$ cat src/rtl/left_shift_iter.sv
// Iterative logical left shifter: one power-of-two shift stage per cycle,
// from the MSB stage down to the 1-bit stage, behind a start/busy/done handshake.
// Optional build macro LSHIFT_EARLY_EXIT_EN: finishes as soon as no lower
// shift-amount bits remain set, and skips the shift phase for shamt == 0.
module left_shift_iter #(
    parameter int unsigned WIDTH   = 32,
    parameter int unsigned SHAMT_W = 5
) (
    input  logic               clock,
    input  logic               reset,
    input  logic               start,
    input  logic [WIDTH-1:0]   A,
    input  logic [SHAMT_W-1:0] shamt,
    output logic [WIDTH-1:0]   shift,
    output logic               busy,
    output logic               done
);

    localparam int unsigned IdxW = (SHAMT_W > 1) ? $clog2(SHAMT_W) : 1;
    localparam logic [IdxW-1:0] IdxMax = IdxW'(SHAMT_W - 1);

    typedef enum logic [0:0] {StIdle, StShift} state_e;

    state_e             state_q;
    logic [WIDTH-1:0]   shift_q;
    logic [WIDTH-1:0]   stage_d;
    logic [SHAMT_W-1:0] shamt_q;
    logic [IdxW-1:0]    idx_q;
    logic               busy_q;
    logic               done_q;
    logic               last_stage;

    // Apply the single stage selected by idx_q if its shift-amount bit is set.
    always_comb begin
        stage_d = shift_q;
        if (shamt_q[idx_q]) begin
            stage_d = shift_q << (32'd1 << idx_q);
        end
    end

`ifdef LSHIFT_EARLY_EXIT_EN
    logic [SHAMT_W-1:0] low_mask;

    // Current stage is the last one that does work when no lower bits are set.
    always_comb begin
        low_mask   = (SHAMT_W'(1) << idx_q) - SHAMT_W'(1);
        last_stage = (idx_q == '0) || ((shamt_q & low_mask) == '0);
    end
`else
    // Fixed latency: always walk down to the 1-bit stage.
    always_comb begin
        last_stage = (idx_q == '0);
    end
`endif

    // Handshake FSM with registered result, busy and done.
    always_ff @(posedge clock or posedge reset) begin
        if (reset) begin
            state_q <= StIdle;
            shift_q <= '0;
            shamt_q <= '0;
            idx_q   <= IdxMax;
            busy_q  <= 1'b0;
            done_q  <= 1'b0;
        end else begin
            unique case (state_q)
                StIdle: begin
                    done_q <= 1'b0;
                    if (start) begin
                        shift_q <= A;
                        shamt_q <= shamt;
                        idx_q   <= IdxMax;
`ifdef LSHIFT_EARLY_EXIT_EN
                        if (shamt == '0) begin
                            // Nothing to shift: result is A, report next cycle.
                            done_q <= 1'b1;
                        end else begin
                            state_q <= StShift;
                            busy_q  <= 1'b1;
                        end
`else
                        state_q <= StShift;
                        busy_q  <= 1'b1;
`endif
                    end
                end
                StShift: begin
                    shift_q <= stage_d;
                    done_q  <= 1'b0;
                    if (last_stage) begin
                        state_q <= StIdle;
                        busy_q  <= 1'b0;
                        done_q  <= 1'b1;
                    end else begin
                        idx_q <= idx_q - IdxW'(1);
                    end
                end
                default: begin
                    state_q <= StIdle;
                    busy_q  <= 1'b0;
                    done_q  <= 1'b0;
                end
            endcase
        end
    end

    assign shift = shift_q;
    assign busy  = busy_q;
    assign done  = done_q;

endmodule
$ cat config.mk
export PLATFORM = sky130hd
export DESIGN_NAME = left_shift_iter
export DESIGN_NICKNAME = d
export VERILOG_FILES = /design/src/rtl/left_shift_iter.sv
export SDC_FILE = /design/constraint.sdc
export NUM_CORES = 1
export LEC_CHECK = 0
export ABC_AREA = 1
export BUFFER_PORTS_ARGS = -buffer_cell sky130_fd_sc_hd__buf_2
export CAP_MARGIN = 25
export CORE_MARGIN = 4
export CORE_UTILIZATION = 45
export DETAILED_ROUTE_END_ITERATION = 12
export GPL_TIMING_DRIVEN = 0
export PLACE_DENSITY = 0.81
export SYNTH_ARGS = -nofsm -noshare
export SYNTH_HDL_FRONTEND = slang
export SYNTH_SLANG_ARGS = --single-unit
$ cat constraint.sdc
create_clock -name clock -period 2.22 [get_ports clock]
set_clock_uncertainty 0.2 [all_clocks]
set_input_delay 0.444 -clock clock [delete_from_list [all_inputs] [get_ports clock]]
set_output_delay 0.444 -clock clock [all_outputs]
set_load 0.005 [all_outputs]
==> results.sh <==
export IMPL_wl_met1_mm=6.96
export IMPL_dp_cells=787
export IMPL_highest_layer="met4"
export IMPL_drive_gt1_frac=0.428
export IMPL_yosysWarnings=0
export IMPL_wire_per_inst_um=22.1
export IMPL_crit_type="register to register"
export IMPL_slew_violations=0
export IMPL_vias_per_cell=6.41
export IMPL_ys_seq_area_frac=0.283
export IMPL_synth_top_cell_by_area="dfrtp_1"
export IMPL_worstPathCellList="inv_4 -> ha_4 -> o21ai_4 -> buf_12 -> buf_6 -> nand3_1 -> nand2_1 -> nand2_2 -> nand3_2 -> nand3_2 -> nand3_2 -> nand2_2 -> a21oi_2"
export IMPL_syn_to_final_growth_pct=44.4
export IMPL_netlist_area_um2=3810
export IMPL_ys_seq_elements=43
export IMPL_crit_top_cell="nand3_2"
export IMPL_worst_pin_slew_ns=0.742
export IMPL_grt_pass1_wl_mm=26.2
export IMPL_layout_min_cycle_time_ns=2.30
export IMPL_ios=74
export IMPL_insertion_delay_ns=0.31
export IMPL_finalSetupViolCount=16
export IMPL_final_net_count=762
export IMPL_slowest_delay_ns=0.46
export IMPL_grt_ovfl_total=0
export IMPL_first_global_vias=4823
export IMPL_drt_iter0_markers=632
export IMPL_gp_congestion=1.02
export IMPL_cts_clk_slew_worst_paths_ns=0.09
export IMPL_dieWidth_um=100
export IMPL_setup_ws_ns=-0.0819
export IMPL_coreArea_um2=8220
export IMPL_cts_htree_levels=2
export IMPL_violations="setup timing"
export IMPL_async_reset_ff_frac=1.00
export IMPL_die_area_um2=10000
export IMPL_antenna_left=0
export IMPL_ys_flop_type="dfrtp_1"
export IMPL_grt_max_degree=44
export IMPL_syn_num_nets=654
export IMPL_instances_no_fill=823
export IMPL_rows=33
export IMPL_cts_inserted_buffers=5
export IMPL_cp_start_kind="register"
export IMPL_hold_viol=0
export IMPL_grt_antenna_before_repair=0
export IMPL_yosys_top_cells_count="nand2_1, nand3_1, a21oi_1, dfrtp_1, nor2_1"
export IMPL_cts_sinks=43
export IMPL_synth_edff_count=0
export IMPL_cp_arrival_ns=2.34
export IMPL_cts_root_buf="clkbuf_8"
export IMPL_synthCells=609
export IMPL_period_share=1.04
export IMPL_maxClockFrequency_ghz=0.434
export IMPL_vias=5275
export IMPL_cts_tree="built"
export IMPL_portBuffers=73
export IMPL_diodes=0
export IMPL_cts_buffer_depth=2
export IMPL_rsz0062_at_grt="yes"
export IMPL_wl_met2_mm=8.01
export IMPL_hpwl_mm=12.4
export IMPL_endpoint_kind="register"
export IMPL_cpMaxStageDelayCell="dfrtp_2"
export IMPL_grt_total_usage=0.341
export IMPL_wl_mm=18.2
export IMPL_maxCapViolations=0
export IMPL_holdCritPathClass="input pin to register"
export IMPL_yosysTopAreaCellShare=0.276
export IMPL_yosysUniqueCellTypes=28
export IMPL_first_pass_iters=6
export IMPL_die_h_um=100
export IMPL_crit_buf_inv=3
export IMPL_post_synth_main_area_contributors="dfrtp_1, nand3_1, nand2_1"
export IMPL_initial_utilization=0.464
export IMPL_wl_met3_mm=2.15
export IMPL_avgSynthCellArea_um2=6.26
export IMPL_cp_required_ns=2.26
export IMPL_outcome="finished, violations left"
export IMPL_worstPathMaxFanout=6
export IMPL_critPathTopFamily="simple AND/OR/NAND/NOR gates"
export IMPL_drc_errors=0
export IMPL_holdWs_ns=0.160
export IMPL_max_slew_margin=0.506
-- metal layers --
metal  vias up  track usage
met5         -            0
met4         0        0.148
met3       107       0.0834
met2       418        0.528
met1      2456        0.453
li1       2294            -
-- cells in the final DEF (no fill, tap or decap), drive strengths merged, types with 3 or more instances in the layout --
master and count:
ha 5, o21ai 14, nor2 42, a22oi 13
buf 128, inv 44, a21oi 45, mux2 5
nand2 165, nand4 21, clkinvlp 3, nand3 162
nand3b 3, dfrtp 42, a31oi 4, clkbuf 15
-- path summary, 6_finish.rpt --
kind	start	end	slack, ns	cells past startpoint
worst min-delay path	shamt[3]	shamt_q[3]	0.16	2
max in group asynchronous	reset	idx_q[2]	0.99	4
worst min register to register	shamt_q[0]	shamt_q[0]	0.33	1
worst max register to register	idx_q[0]	shift[26]	-0.08	13
worst max-delay path	idx_q[0]	shift[26]	-0.08	13
min in group asynchronous	reset	shift[2]	0.34	3
-- state kept, by name, indices dropped and copies added, names as in the netlist --
| register | count |
|---|---|
| done | 1 |
| state_q | 1 |
| idx_q | 3 |
| shamt_q | 5 |
| shift | 32 |
| busy | 1 |
-- metrics by stage --
stage	cell area [um^2]	worst slack [ns]	util	TNS [ns]
global route	5500	-0.199	0.669	-2.91
finish	5500	-0.0819	0.669	-0.515
floorplan	3810	0.120	-	0
detailed placement	4310	-0.583	0.524	-12.81
global placement	4310	-0.567	0.524	-11.48
CTS	4830	-0.0614	0.588	-0.392
-- layout make-up --
type,count,area (um^2)
Buffer,36,333
Clock inverter,3,20.0
Sequential cell,43,1080
Timing Repair Buffer,103,676
Multi-Input combinational cell,483,3010
Clock buffer,5,68.8
Tap cell,105,131
Inverter,45,183
Fill cell,751,2720
-- kinds of logic after synthesis --
kind of cell | share of synthesized area
simple gates | 0.462
buf+inv | 0.104
compound gates | 0.121
flops | 0.283
mux | 0.0148
fa+ha+maj | 0.0164
-- what timing repair did --
| item | in CTS | in global routing |
|---|---|---|
| gates cloned | 1 | 1 |
| hold buffers | 0 | 1 |
| gates resized for setup | 88 | 140 |
| setup buffers | 15 | 11 |
| endpoints found under the hold margin | 0 | 3 |
| endpoints found under the setup margin | 35 | 32 |
| pin swaps | 19 | 25 |
Power is not shown: default switching activity piles up to over one toggle a cycle in this logic, so the estimate is an artifact.
